### src/rtl/mc_pkg.sv
// Shared state-code constants for the multi-cycle stage sequencer.
// IDLE is 0, stage k is k+1, HALT follows the last stage.
package mc_pkg;

  localparam int ST_IDLE      = 0;
  localparam int ST_STAGE_OFS = 1;
  localparam int ST_HALT_OFS  = 1;

  typedef enum logic [1:0] {
    PH_IDLE,
    PH_STAGE,
    PH_HALT,
    PH_BAD
  } phase_e;

  function automatic int st_code(int k);
    return k + ST_STAGE_OFS;
  endfunction

  function automatic int halt_code(int nstage);
    return nstage + ST_HALT_OFS;
  endfunction

endpackage

### src/rtl/mc_stage_sequencer_if.sv
// Stage handshake bundle: per-stage over/valid, latch enables, fetch strobe.
// master = sequencer, slave = datapath stages.
interface mc_stage_sequencer_if #(
  parameter int NSTAGE = 5
);

  logic [NSTAGE-1:0] stage_over;
  logic              early_retire;
  logic              flush;
  logic [NSTAGE-1:0] stage_valid;
  logic [NSTAGE-2:0] latch_en;
  logic              next_fetch;
  logic              retire;

  modport master (
    input  stage_over, early_retire, flush,
    output stage_valid, latch_en, next_fetch, retire
  );

  modport slave (
    output stage_over, early_retire, flush,
    input  stage_valid, latch_en, next_fetch, retire
  );

endinterface

### src/rtl/mc_perf_counter.sv
// Wrapping enable counter for the display/test path.
// Ports: clk, resetn (sync, low), i_en, o_cnt.
module mc_perf_counter #(
  parameter int CNT_W = 32
) (
  input  logic             clk,
  input  logic             resetn,
  input  logic             i_en,
  output logic [CNT_W-1:0] o_cnt
);

  logic [CNT_W-1:0] r_cnt;

  always_ff @(posedge clk) begin
    if (!resetn) r_cnt <= '0;
    else if (i_en) r_cnt <= r_cnt + 1'b1;
  end

  assign o_cnt = r_cnt;

endmodule

### src/rtl/mc_stage_sequencer.sv
// Multi-cycle stage sequencer: walks NSTAGE stages on per-stage over,
// with early retire, flush, single-step HALT and perf counters.
// Ports: clk, resetn, bus (stage handshake), step_mode, step,
// state, halted, cycle_cnt, retire_cnt.
module mc_stage_sequencer
  import mc_pkg::*;
#(
  parameter  int NSTAGE = 5,
  parameter  int CNT_W  = 32,
  localparam int ST_W   = $clog2(NSTAGE + 2)
) (
  input  logic                 clk,
  input  logic                 resetn,
  mc_stage_sequencer_if.master bus,
  input  logic                 step_mode,
  input  logic                 step,
  output logic [ST_W-1:0]      state,
  output logic                 halted,
  output logic [CNT_W-1:0]     cycle_cnt,
  output logic [CNT_W-1:0]     retire_cnt
);

  localparam logic [ST_W-1:0] C_IDLE = ST_W'(ST_IDLE);
  localparam logic [ST_W-1:0] C_S0   = ST_W'(st_code(0));
  localparam logic [ST_W-1:0] C_SL   = ST_W'(st_code(NSTAGE - 1));
  localparam logic [ST_W-1:0] C_HALT = ST_W'(halt_code(NSTAGE));
  localparam logic [NSTAGE-1:0] C_ONE = {{(NSTAGE-1){1'b0}}, 1'b1};

  logic [ST_W-1:0]   r_state;
  logic [ST_W-1:0]   w_next;
  phase_e            w_phase;
  logic [NSTAGE-1:0] w_valid;
  logic              w_over;
  logic              w_adv;
  logic              w_first;
  logic              w_last;
  logic              w_retire;

  always_comb begin
    w_phase = PH_BAD;
    if (r_state == C_IDLE) w_phase = PH_IDLE;
    else if (r_state >= C_S0 && r_state <= C_SL) w_phase = PH_STAGE;
    else if (r_state == C_HALT) w_phase = PH_HALT;
  end

  assign w_valid  = (w_phase == PH_STAGE) ? (C_ONE << (r_state - C_S0)) : '0;
  assign w_over   = |(w_valid & bus.stage_over);
  assign w_adv    = w_over & ~bus.flush;
  assign w_first  = (r_state == C_S0);
  assign w_last   = (r_state == C_SL);
  // early_retire only counts past fetch
  assign w_retire = w_adv & (w_last | (bus.early_retire & ~w_first));

  always_comb begin
    w_next = C_IDLE;
    unique case (w_phase)
      PH_IDLE:  w_next = C_S0;
      PH_HALT:  w_next = (step | ~step_mode) ? C_S0 : C_HALT;
      PH_STAGE: begin
        if (bus.flush) w_next = C_S0;
        else if (w_retire) w_next = step_mode ? C_HALT : C_S0;
        else if (w_adv) w_next = r_state + 1'b1;
        else w_next = r_state;
      end
      default:  w_next = C_IDLE;
    endcase
  end

  always_ff @(posedge clk) begin
    if (!resetn) r_state <= C_IDLE;
    else r_state <= w_next;
  end

  assign bus.stage_valid = w_valid;
  assign bus.latch_en    = w_valid[NSTAGE-2:0]
                         & bus.stage_over[NSTAGE-2:0]
                         & {(NSTAGE-1){~bus.flush}};
  // strobe only on entry into S0, not while S0 waits
  assign bus.next_fetch  = (w_next == C_S0) & (~w_first | bus.flush);
  assign bus.retire      = w_retire;
  assign halted          = (r_state == C_HALT);
  assign state           = r_state;

  mc_perf_counter #(.CNT_W(CNT_W)) u_cyc (
    .clk    (clk),
    .resetn (resetn),
    .i_en   (w_phase == PH_STAGE),
    .o_cnt  (cycle_cnt)
  );

  mc_perf_counter #(.CNT_W(CNT_W)) u_ret (
    .clk    (clk),
    .resetn (resetn),
    .i_en   (w_retire),
    .o_cnt  (retire_cnt)
  );

endmodule

### src/flat_wrapper.sv
// flat-port wrapper written by rule: the top's interface ports become plain ports
module mc_stage_sequencer_flat import mc_pkg::*;
#(
  parameter  int NSTAGE = 5,
  parameter  int CNT_W  = 32,
  localparam int ST_W   = $clog2(NSTAGE + 2)
)
  (clk, resetn, step_mode, step, state, halted, cycle_cnt, retire_cnt, bus_stage_over, bus_early_retire, bus_flush, bus_stage_valid, bus_latch_en, bus_next_fetch, bus_retire);
  mc_stage_sequencer_if #(.NSTAGE(NSTAGE)) bus_i ();
  input  logic clk;
  input  logic resetn;
  input  logic step_mode;
  input  logic step;
  output logic [ST_W-1:0] state;
  output logic halted;
  output logic [CNT_W-1:0] cycle_cnt;
  output logic [CNT_W-1:0] retire_cnt;
  input wire logic [$bits(bus_i.stage_over)-1:0] bus_stage_over;
  input wire logic [$bits(bus_i.early_retire)-1:0] bus_early_retire;
  input wire logic [$bits(bus_i.flush)-1:0] bus_flush;
  output wire logic [$bits(bus_i.stage_valid)-1:0] bus_stage_valid;
  output wire logic [$bits(bus_i.latch_en)-1:0] bus_latch_en;
  output wire logic [$bits(bus_i.next_fetch)-1:0] bus_next_fetch;
  output wire logic [$bits(bus_i.retire)-1:0] bus_retire;
  assign bus_i.stage_over = bus_stage_over;
  assign bus_i.early_retire = bus_early_retire;
  assign bus_i.flush = bus_flush;
  assign bus_stage_valid = bus_i.stage_valid;
  assign bus_latch_en = bus_i.latch_en;
  assign bus_next_fetch = bus_i.next_fetch;
  assign bus_retire = bus_i.retire;
  mc_stage_sequencer #(.NSTAGE(NSTAGE), .CNT_W(CNT_W)) u_core (.clk(clk), .resetn(resetn), .bus(bus_i), .step_mode(step_mode), .step(step), .state(state), .halted(halted), .cycle_cnt(cycle_cnt), .retire_cnt(retire_cnt));
endmodule
### config.mk
export PLATFORM = sky130hd
export DESIGN_NAME = mc_stage_sequencer_flat
export DESIGN_NICKNAME = d
export VERILOG_FILES = /design/src/rtl/mc_pkg.sv /design/src/rtl/mc_stage_sequencer_if.sv /design/src/rtl/mc_perf_counter.sv /design/src/rtl/mc_stage_sequencer.sv /design/src/flat_wrapper.sv
export SDC_FILE = /design/constraint.sdc
export NUM_CORES = 1
export LEC_CHECK = 0
export BUFFER_PORTS_ARGS = -buffer_cell sky130_fd_sc_hd__buf_4
export CAP_MARGIN = 5
export CORE_AREA = 4 4 101 103
export DETAILED_ROUTE_END_ITERATION = 7
export DIE_AREA = 0 0 105 107
export GPL_ROUTABILITY_DRIVEN = 0
export PLACE_DENSITY_LB_ADDON = 0.25
export RECOVER_POWER = 50
export SYNTH_ARGS = -nofsm -noshare
export SYNTH_HDL_FRONTEND = slang
export SYNTH_HIERARCHICAL = 1
export SYNTH_SLANG_ARGS = --single-unit
### constraint.sdc
create_clock -name clk -period 2.9 [get_ports clk]
set_input_delay 0.58 -clock clk [delete_from_list [all_inputs] [get_ports clk]]
set_output_delay 0.58 -clock clk [all_outputs]
set_load 0.005 [all_outputs]
### After elaboration in Yosys (flattened, before gate mapping)

Cells that the tools add are included.

* $add $sub $neg: 4
* reductions and logical operators: 4
* shifts and indexed selects: 1
* bitwise gates (word level): 13
* $lt $le $gt $ge: 2
* multiplexer cells: 10
* equality and inequality tests: 6

Operators by type and width (number)
* adder 32 x 1 -> 32 bit, second input constant: 2
* two-way mux 3 bit: 5
* one-hot mux 3 bit (3 select lines): 1
* AND 4 bit: 2
* equality test 3 x 1 -> 1 bit, second input constant: 2
* equality test 3 bit, second input constant: 2
* AND 5 bit: 1
* two-way mux 5 bit: 1
* OR reduction 5 bit: 1
* left shift 1 x 3 -> 5 bit, first input constant: 1
* AND 1 bit: 4
* two-way mux 2 bit: 2
* adder 3 x 1 -> 3 bit, second input constant: 1
* >= comparator 3 x 1 -> 1 bit, second input constant: 1
* less-or-equal comparator 3 bit, second input constant: 1
* logical NOT 3 bit: 1
* NOT 1 bit: 3
* OR 1 bit: 3
* subtractor 3 x 1 -> 3 bit, second input constant: 1
* equality test 2 x 1 -> 1 bit, second input constant: 1
* equality test 2 bit, second input constant: 1
* logical NOT 2 bit: 1
* logical AND 1 bit: 1
* two-way mux 1 bit: 1

* flip-flop bits (word level): 67
* output and inout port bits: 79
* input bits: 11
* word-level logic and storage cells: 43

### Longest topological paths before layout

Gate-level depths: netlist of run 1.

* depth in word-level cells: 15
* depth in mapped cells: 13
* mapped depth without buffers: 10

### Modules after synthesis

The synthesis of run 1 kept the hierarchy.

Modules (own cells, without submodules)
* mc_perf_counter: cells an instance 176, times used 2, area each 1562.7 sq um, seq. area each 640.6 sq um
* mc_stage_sequencer: cells an instance 71, times used 1, area each 555.5 sq um, seq. area each 60.1 sq um

### Worst setup path after synthesis of run 1

No wires, ideal clock.

* path kind: flip-flop to flip-flop
* start: reg u_core.r_state[0], in the netlist u_core/state[0]
* end: reg u_core.u_ret.r_cnt[26], in the netlist u_core/u_ret/o_cnt[26]
* arrival time: 3.041 ns
* stages on the path, launching flop included: 14
* buffers on the path: 3
* clock period less this slack: 3.177 ns
* data required time: 2.765 ns
* library setup time: 0.135 ns
* path slack: -0.277 ns
* cell sequence: dfxtp_1 > inv_1 > ha_1 > ha_1 > a32oi_1 > o21a_1 > nor4_1 > buf_2 > and4_1 > buf_2 > nand4_1 > clkbuf_1 > o311ai_0 > o41ai_1

* cells in the longest elaborated chain, start to end: 10
* elaborated cells between the ends (all ways): 21
* those cells by class: add/sub: 1; order compare: 2; eq/ne: 4; shift: 1; mux: 4; bitwise: 6; reduce/logical: 3

RTL lines
* start, declared: line mc_stage_sequencer.sv:29 `logic [ST_W-1:0] r_state;`
* start signal, assigned: line mc_stage_sequencer.sv:71 `else r_state <= w_next;`
* >= comparator 3 x 1 -> 1 bit (tied with other cells): line mc_stage_sequencer.sv:42 `else if (r_state >= C_S0 && r_state <= C_SL) w_phase = PH_STAGE;`
* logical AND 1 bit or two-way mux 1 bit (tied branches): line mc_stage_sequencer.sv:42, mc_stage_sequencer.sv:43
* two-way mux 2 bit: line mc_stage_sequencer.sv:42
* two-way mux 2 bit: line mc_stage_sequencer.sv:41 `if (r_state == C_IDLE) w_phase = PH_IDLE;`
* equality test 2 x 1 -> 1 bit: line mc_stage_sequencer.sv:46 `assign w_valid = (w_phase == PH_STAGE) ? (C_ONE << (r_state - C_S0)) : '0;`
* two-way mux 5 bit: line mc_stage_sequencer.sv:46
* AND 5 bit: line mc_stage_sequencer.sv:47 `assign w_over = |(w_valid & bus.stage_over);`
* OR reduction 5 bit: line mc_stage_sequencer.sv:47
* AND 1 bit: line mc_stage_sequencer.sv:48 `assign w_adv = w_over & ~bus.flush;`
* AND 1 bit (*): line mc_stage_sequencer.sv:52 `assign w_retire = w_adv & (w_last | (bus.early_retire & ~w_first));`
* named net bus_retire: line flat_wrapper.sv:24 `output wire logic [$bits(bus_i.retire)-1:0] bus_retire;`
* end signal, assigned: line mc_perf_counter.sv:16 `else if (i_en) r_cnt <= r_cnt + 1'b1;`
* end, declared: line mc_perf_counter.sv:12 `logic [CNT_W-1:0] r_cnt;`

The timed path passes the listed nets; every way through them passes the cells marked *.
A chain may end at the register's enable or synchronous reset.

### Worst setup path in the final report of run 1

* start: reg u_core.r_state[1], in the netlist u_core/state[1]
* end: out bus_next_fetch

* cells in the longest elaborated chain, start to end: 15
* elaborated cells between the ends (all ways): 31
* those cells by class: add/sub: 2; order compare: 2; eq/ne: 6; shift: 1; mux: 8; bitwise: 8; reduce/logical: 4

RTL lines
* >= comparator 3 x 1 -> 1 bit (tied with other cells): line mc_stage_sequencer.sv:42
* logical AND 1 bit or two-way mux 1 bit (tied branches): line mc_stage_sequencer.sv:42, mc_stage_sequencer.sv:43
* two-way mux 2 bit: line mc_stage_sequencer.sv:42
* two-way mux 2 bit: line mc_stage_sequencer.sv:41
* equality test 2 x 1 -> 1 bit: line mc_stage_sequencer.sv:46, mc_stage_sequencer.sv:56
* two-way mux 5 bit: line mc_stage_sequencer.sv:46
* AND 5 bit: line mc_stage_sequencer.sv:47
* OR reduction 5 bit: line mc_stage_sequencer.sv:47
* AND 1 bit: line mc_stage_sequencer.sv:48
* two-way mux 3 bit or AND 1 bit (tied branches): line mc_stage_sequencer.sv:62, mc_stage_sequencer.sv:52
* two-way mux 3 bit: line mc_stage_sequencer.sv:61 `else if (w_retire) w_next = step_mode ? C_HALT : C_S0;`
* two-way mux 3 bit: line mc_stage_sequencer.sv:60 `if (bus.flush) w_next = C_S0;`
* one-hot mux 3 bit (3 select lines): line mc_stage_sequencer.sv:56 `unique case (w_phase)`
* equality test 3 x 1 -> 1 bit: line mc_stage_sequencer.sv:79 `assign bus.next_fetch = (w_next == C_S0) & (~w_first | bus.flush);`
* AND 1 bit (*): line mc_stage_sequencer.sv:79
* end, declared: line flat_wrapper.sv:23 `output wire logic [$bits(bus_i.next_fetch)-1:0] bus_next_fetch;`

Mark *: on every way between the ends. The rest lies on a longest branch, timed or not.

==> results of run 1 <==
power groups by stage:
stage	Sequential, W	Clock, W	Combinational (W)
after floorplan	0.000954	0	0.0000953
after global placement	0.000953	0	0.000144
after detailed placement	0.000953	0	0.000148
after CTS	0.000930	0.000824	0.000198
after global routing	0.000930	0.000875	0.000240
final	0.000930	0.000803	0.000224
layer usage:
layer  GRT usage  vias up
met5           0        -
met4     0.05436        0
met3     0.05358       10
met2      0.3217      121
met1      0.2136     1765
li1            -     1782
area by class of cell:
class / instances / area (µm²)
multi-input combinational: 317 / 2352
fill: 834 / 4229
inverter: 13 / 53.80
clock buffer: 13 / 158.9
timing repair buffer: 117 / 868.3
clock inverter: 3 / 46.29
sequential: 67 / 1349
tap: 111 / 138.9
worst max-delay path: cells and delay by family, from the launching register on:
family | cells | cell delay, ns
fa+ha+maj | 1 | 0.19
mux | 1 | 0.24
buf+inv | 3 | 0.33
flops | 1 | 0.37
simple gates | 2 | 0.51
compound gates | 2 | 0.42
state kept, by name, indices dropped and copies added (netlist names):
signal / cells
u_core/u_ret/o_cnt: 32
u_core/state: 3
u_core/u_cyc/o_cnt: 32
kinds of logic (layout without fill, tap and decap cells):
family | after synthesis | in the layout | synth area share
flip-flops | 67 | 67 | 0.3644
buffers and inverters | 39 | 146 | 0.05269
AND/OR/NAND/NOR | 194 | 194 | 0.2947
adder cells (fa/ha/maj) | 10 | 10 | 0.03399
AO/OA/AOI/OAI | 78 | 78 | 0.1679
multiplexers | 9 | 9 | 0.02447
XOR/XNOR | 26 | 26 | 0.06186
worst paths after layout:
path	from	endpoint	slack (ns)
hold / removal	u_core/u_cyc/o_cnt[31]	u_core/u_cyc/o_cnt[31]	0.47
hold reg to reg	u_core/u_cyc/o_cnt[31]	u_core/u_cyc/o_cnt[31]	0.47
setup / recovery	u_core/state[1]	bus_next_fetch	-0.07
setup reg to reg	u_core/state[0]	u_core/u_ret/o_cnt[18]	0.09
what timing repair did:
| item | CTS | global route |
|---|---|---|
| gates resized for setup | 22 | 27 |
| pin swaps | 10 | 10 |
| setup buffers | 17 | 2 |
| endpoints found under the setup margin | 1 | 10 |
stage by stage:
stage,total power (W),hold WS [ns],setup TNS (ns),area (µm²),util
6_report,0.001957,0.4681,-0.07101,4967,0.5401
5_1_grt,0.002045,0.5092,-0.3196,4967,0.5401
4_1_cts,0.001952,0.4763,-0.03136,4868,0.5294
3_5_place_dp,0.001100,0.4658,0,4434,0.4822
3_3_place_gp,0.001097,0.4533,0,4434,0.4822
2_1_floorplan,0.001049,0.4591,0,3704,-
layout by cell type (no fill, tap or decap), types with 9 or more instances in the layout:
cell type / Yosys / routed
dfxtp_1: 67 / 65
clkbuf_4: 0 / 52
buf_4: 0 / 46
nand2_1: 33 / 33
nor2_1: 32 / 31
nand2b_1: 23 / 23
nand4_1: 20 / 20
xor2_1: 18 / 18
nand3_1: 19 / 17
a21oi_1: 16 / 16
clkbuf_1: 16 / 14
o41ai_1: 15 / 14
clkbuf_8: 0 / 11
inv_1: 12 / 10
o21ai_0: 10 / 9
==> flow_summary.ini, run 1 <==
[clocking]
clk_latency_ns = 0.34
h-tree-depth = 3
path_clk_slew_ns = 0.07
cts_tree = done
cts_hold_buf = 0
cts_buffer_depth = 2
clockRootBuffer = clkbuf_8
numCtsBuffers = 9
clock-sinks = 67

[pwr]
switching_share = 0.2464
total_leakage_power_nw = 1.831
power_switching_w = 0.0004822
power_density_nw_per_um2 = 394.0
combPwrFrac = 0.114
internal_power_w = 0.001475
power.share.clock = 0.411
p_seq_frac = 0.475
max-vdd-ir-drop_mv = 0.2419

[worst_setup_path]
crit_required_ns = 2.32
cp_max_fo = 5
crit_arrival_ns = 2.39
path_class = reg -> out
slowest_stage = dfxtp_4
rr_worst_depth = 12
max_stage_delay_ns = 0.37
crit_chain = inv_4, ha_4, buf_12, mux2i_4, nand2b_1, a211oi_2, a211oi_4, and4_1, buf_6
critPathLaunchType = register
critPathCaptureType = output port

[floorplan]
ios = 90
start_util = 0.4003
fp.dieH_um = 107
coreArea_um2 = 9196
dieArea_um2 = 11240
num_rows = 35
die_w_um = 105

[global_route]
grt_max_degree = 50
track_usage = 0.1823
grt_pass1_wl_mm = 17.09
gr-total-overflow = 0
antenna_found_initial = 0
grt_pass1_vias = 3560

[run]
cap_viol_max_count = 0

[outcome]
violations = setup timing
status = finished, violations left

[yosys]
synth_top_area_cell = dfxtp_1
yosysWarnings = 6
synth_cells = 423
synth_edf_count = 0
async_reset_ff_frac = 0
netlist_area_um2 = 3681
synth_common_cells = dfxtp_1 (67), nand2_1 (33), nor2_1 (32)
synth_most_common_cell = dfxtp_1
syn_avg_cell_area_um2 = 8.702
synth_fp_nets = 444
ys_seq_area_frac = 0.3644
yosys-top-cells-area = dfxtp_1 (36%), xor2_1 (4.3%), nand2b_1 (3.9%)
synth_top_area_frac = 0.3644
yosysUniqueCellTypes = 51
synth-seq-cells = 67
ys.flop_type = dfxtp_1

[route]
wl_mm = 10.19
dr_wl_met2_mm = 5.184
wl_per_cell_um = 15.90
met3_length_um = 612
first_pass_iters = 5
final_antenna_net_count = 0
drc = 0
highest_layer = met4
drt-met1-wl_mm = 4.298
drt-initial-drc-count = 131
vias_per_cell = 5.738
vias = 3678

[finish]
syn2layout_area_growth_pct = 34.94
nNetsFinal = 546
finalNonFillerCells = 641
drive_above_1_share = 0.3094
diodes = 0

[place]
portBuffers = 89
numPlacedInstances = 606
dp_slack_ns = 0.001352
hpwl_mm = 6.865

[sta]
worst_slack_ns = -0.07101
finalCriticalPeriod_ns = 2.971
rsz0062_at_grt = true
worst_slew_pin_slew_ns = 0.6810
report.final.slew_viol_count = 0
setup_viol = 1
max_freq_ghz = 0.3366
fin_crit_sh = 1.024
maxSlewHeadroom = 0.5455
hold_viol = 0
clock_skew_ns = 0.01384

[min_path]
hold_class = reg -> reg
worstHoldPathCells = 2
No activity file was read; power rests on OpenSTA's default activity.
==> inputs of run 2 (changes only) <==
Settings changed: CORE_AREA 4 4 101 103 to 4 4 93 113, DIE_AREA 0 0 105 107 to 0 0 97 117.
==> flow_summary.ini, run 2 (synthesized netlist as in run 1, its figures left out) <==
[floorplan]
ios = 90
coreArea_um2 = 9418
die_w_um = 97
fp.dieH_um = 117
dieArea_um2 = 11350
start_util = 0.3909
num_rows = 39

[pwr]
internal_power_w = 0.001886
switching_share = 0.2147
max-vdd-ir-drop_mv = 0.2874
power_switching_w = 0.0005157
power_w = 0.002402
total_leakage_power_nw = 1.869
combPwrFrac = 0.087
power.share.clock = 0.525
power_density_nw_per_um2 = 478.2
p_seq_frac = 0.388

[finish]
drive_above_1_share = 0.2947
fillerInstances = 863
seqCellArea_um2 = 1349
layout_common_cells = dfxtp_1 (65), clkbuf_4 (53), buf_4 (47)
syn2layout_area_growth_pct = 36.44
multi_input_area_um2 = 2302
utilization = 0.5333
finalNonFillerCells = 649
diodes = 0
mostFrequentLayoutCell = dfxtp_1
nNetsFinal = 542

[route]
vias = 3625
wl_mm = 10.03
vias_per_cell = 5.586
drc = 0
first_pass_iters = 4
drt-initial-drc-count = 180
wl_per_cell_um = 15.45
final_antenna_net_count = 0

[clocking]
path_clk_slew_ns = 0.06
clock-sinks = 67
clk_latency_ns = 0.33
cts_buffer_depth = 2
numCtsBuffers = 9
clockRootBuffer = clkbuf_16
h-tree-depth = 3
cts_tree = done

[worst_setup_path]
crit_required_ns = 2.32
cp.depth = 9
path_class = reg -> out
path_buf_inv = 2
cp_max_fo = 5
critPathCaptureType = output port
max_stage_delay_ns = 0.39
slowest_stage = dfxtp_4
crit_arrival_ns = 2.36
critPathTopFamily = compound AO/OA/AOI/OAI gates
startpoint = u_core/state[1]
rr_worst_depth = 11
r2r-start = u_core/state[1]
critPathLaunchType = register
crit_chain = inv_4, ha_2, ha_4, a32oi_4, o21a_1, o41ai_2, o221ai_1, and4_1, buf_4

[sta]
finalCriticalPeriod_ns = 2.941
finalSetupTns_ns = -0.04133
hold_viol = 0
report.final.slew_viol_count = 0
whs_ns = 0.4681
worst_slack_ns = -0.04133
maxSlewHeadroom = 0.5496
worst_slew_pin_slew_ns = 0.6749
clock_skew_ns = 0.006315
fin_crit_sh = 1.014
setup_viol = 1
rsz0062_at_grt = true
max_freq_ghz = 0.3400

[place]
numPlacedInstances = 617
hpwl_mm = 6.955
portBuffers = 89

[global_route]
antenna_found_initial = 0
grt_max_degree = 50
grt_pass1_vias = 3491
grt_pass1_wl_mm = 16.88
track_usage = 0.1786
gr-total-overflow = 0

[min_path]
min_from = u_core/u_cyc/o_cnt[31]
hold_class = reg -> reg
worstHoldPathCells = 2

[run]
cap_viol_max_count = 0

[outcome]
status = finished, violations left
violations = setup timing
run 2: metal layers:
| metal | global-route usage | vias to the layer above | routed length (µm) |
|---|---|---|---|
| met2 | 0.3209 | 104 | 5108 |
| met5 | 0 | - | 0 |
| met4 | 0.07959 | 0 | 256 |
| met3 | 0.04090 | 21 | 486 |
| li1 | - | 1772 | - |
| met1 | 0.2044 | 1728 | 4175 |
run 2: metrics by stage:
stage	setup slack (ns)	instance area (µm²)
finish	-0.04133	5022
global route	-0.1667	5022
CTS	-0.006558	4961
detailed placement	0.04399	4442
global placement	0.1371	4442
floorplan	0.04566	3704
run 2: path summary, 6_finish.rpt:
path | to | slack [ns]
setup / recovery | bus_next_fetch | -0.04
hold / removal | u_core/u_cyc/o_cnt[31] | 0.47
setup reg to reg | u_core/u_ret/o_cnt[17] | 0.20
hold reg to reg | u_core/u_cyc/o_cnt[31] | 0.47
run 2: power groups by stage:
stage	combinational [W]	clock (W)	sequential [W]
global route	0.000224	0.00132	0.000933
global placement	0.000145	0	0.000953
detailed placement	0.000148	0	0.000953
finish	0.000209	0.00126	0.000932
floorplan	0.0000953	0	0.000954
CTS	0.000189	0.00129	0.000931
run 2: layout make-up:
type / count / share of cell area
clock buffer: 12 / 0.04908
clock inverter: 4 / 0.01943
inverter: 13 / 0.01171
multi-input combinational: 317 / 0.4584
sequential: 67 / 0.2686
tap: 123 / 0.03064
timing repair buffer: 113 / 0.1622
run 2: repair_timing:
item,CTS,global route
cloned,0,0
resized for setup,21,15
pin swaps,7,9
hold buffers,0,0
setup buffers,12,4
endpoints found under the setup margin,1,12
run 2: worst register-to-register path, stage by stage (launching register included):
cell,delay (ns)
dfxtp_4,0.39
inv_4,0.07
ha_1,0.22
nor2_2,0.20
a22oi_4,0.11
buf_6,0.14
buf_4,0.13
nor4_4,0.27
and4_4,0.29
nand3_1,0.24
o311ai_0,0.40
o41ai_1,0.13
==> inputs of run 3 (changes only) <==
Settings changed: CTS_BUF_LIST from default to sky130_fd_sc_hd__clkbuf_16, TNS_END_PERCENT from default to 20.
==> flow_summary.ini, run 3 (synthesized netlist as in run 1, its figures left out) <==
[outcome]
status = finished, violations left
violations = setup timing

[pwr]
power_density_nw_per_um2 = 471.8
internal_power_w = 0.001852
max-vdd-ir-drop_mv = 0.2844
total_leakage_power_nw = 1.872
p_seq_frac = 0.394
combPwrFrac = 0.088
power.share.clock = 0.517
switching_share = 0.2168
power_switching_w = 0.0005126

[route]
drt-initial-drc-count = 173
drc = 0
wl_per_cell_um = 15.45
final_antenna_net_count = 0
wl_mm = 10.02
first_pass_iters = 4
vias_per_cell = 5.562
vias = 3610

[floorplan]
die_w_um = 97
fp.dieH_um = 117
coreArea_um2 = 9418
dieArea_um2 = 11350
start_util = 0.3909
ios = 90
num_rows = 39

[sta]
worst_slack_ns = -0.03828
fin_crit_sh = 1.013
report.final.slew_viol_count = 0
finalCriticalPeriod_ns = 2.938
clock_skew_ns = 0.006678
setup_viol = 1
worst_slew_pin_slew_ns = 0.6720
hold_viol = 0
rsz0062_at_grt = true
max_freq_ghz = 0.3403
finalSetupTns_ns = -0.03828
maxSlewHeadroom = 0.5515

[finish]
seqCellArea_um2 = 1349
fillerInstances = 862
finalNonFillerCells = 649
layout_common_cells = dfxtp_1 (65), clkbuf_4 (53), buf_4 (47)
multi_input_area_um2 = 2302
nNetsFinal = 542
mostFrequentLayoutCell = dfxtp_1
syn2layout_area_growth_pct = 36.17
diodes = 0
drive_above_1_share = 0.2928
design_area_um2 = 5012
utilization = 0.5322

[worst_setup_path]
max_stage_delay_ns = 0.39
crit_required_ns = 2.32
rr_worst_depth = 12
r2r_setup_slack_ns = 0.21
critPathLaunchType = register
rr_endpoint = u_core/u_ret/o_cnt[26]
startpoint = u_core/state[1]
cp_max_fo = 5
slowest_stage = dfxtp_4
crit_chain = inv_4, ha_2, ha_4, a32oi_4, o21a_1, o41ai_2, o221ai_1, and4_1, buf_4
crit_arrival_ns = 2.36
path_class = reg -> out
critPathCaptureType = output port
r2r-start = u_core/state[1]

[clocking]
path_clk_slew_ns = 0.06
cts_tree = done
h-tree-depth = 3
cts_buffer_depth = 2
numCtsBuffers = 9
clk_latency_ns = 0.33
cts_hold_buf = 0
clockRootBuffer = clkbuf_16
clock-sinks = 67

[place]
portBuffers = 89
hpwl_mm = 6.955
dp_slack_ns = 0.04399
placed_area_um2 = 4442
numPlacedInstances = 617

[min_path]
hold_end = u_core/u_cyc/o_cnt[31]
hold_class = reg -> reg
worstHoldPathCells = 2
min_from = u_core/u_cyc/o_cnt[31]

[global_route]
gr-total-overflow = 0
antenna_found_initial = 0
grt_pass1_vias = 3490
track_usage = 0.1783
grt_max_degree = 50
grt_pass1_wl_mm = 16.87

[run]
cap_viol_max_count = 0
==> run 3: changes by cell type in the layout (fill, tap and decap cells not counted) <==
cell	delta
clkinv_1	+1
inv_1	+2
clkbuf_8	-1
clkbuf_1	-2
==> run 3: layout make-up <==
| class | instances | share of cell area |
|---|---|---|
| multi-input combinational | 317 | 0.4593 |
| inverter | 13 | 0.01173 |
| tap | 123 | 0.03070 |
| clock buffer | 9 | 0.04493 |
| sequential | 67 | 0.2691 |
| timing repair buffer | 113 | 0.1625 |
| clock inverter | 7 | 0.02172 |
==> run 3: stage by stage <==
stage	hold WS, ns	power [W]
global placement	0.4537	0.001098
global route	0.5017	0.002440
finish	0.4681	0.002365
CTS	0.4778	0.002371
floorplan	0.4591	0.001049
detailed placement	0.4698	0.001101
==> run 3: layer usage <==
layer | up-vias | routed length (µm) | track usage
met1 | 1729 | 4195 | 0.2051
met2 | 94 | 5093 | 0.3191
met3 | 21 | 479 | 0.04090
li1 | 1766 | - | -
met5 | - | 0 | 0
met4 | 0 | 256 | 0.07959
==> run 3: power groups by stage <==
| stage | clock (W) | sequential, W | combinational [W] |
|---|---|---|---|
| 6_report | 0.00122 | 0.000932 | 0.000209 |
| 2_1_floorplan | 0 | 0.000954 | 0.0000953 |
| 3_3_place_gp | 0 | 0.000953 | 0.000145 |
| 3_5_place_dp | 0 | 0.000953 | 0.000148 |
| 4_1_cts | 0.00125 | 0.000931 | 0.000189 |
| 5_1_grt | 0.00128 | 0.000933 | 0.000224 |
==> run 3: timing repair <==
item                       CTS  global route
buffers inserted            12             4
resized for setup           21            15
pin swaps                    7             9
setup endpoints to repair    1            12
==> run 3: worst max-delay path by stage <==
stage | to | slack, ns | cells past startpoint
2_1_floorplan | u_core/u_ret/o_cnt[28] | 0.05 | 13
3_3_place_gp | bus_next_fetch | 0.14 | 9
3_5_place_dp | bus_next_fetch | 0.04 | 9
4_1_cts | bus_next_fetch | -0.007 | 9
5_1_grt | bus_next_fetch | -0.17 | 9
6_report | bus_next_fetch | -0.04 | 9
==> run 3: critical path: cells and delay by family (launching register included) <==
kind                       cells  cell delay [ns]
buffers and inverters          2             0.20
AOI/OAI and AO/OA              4             0.78
and+or+nand+nor                1             0.18
adders and majority gates      2             0.48
DFF                            1             0.39
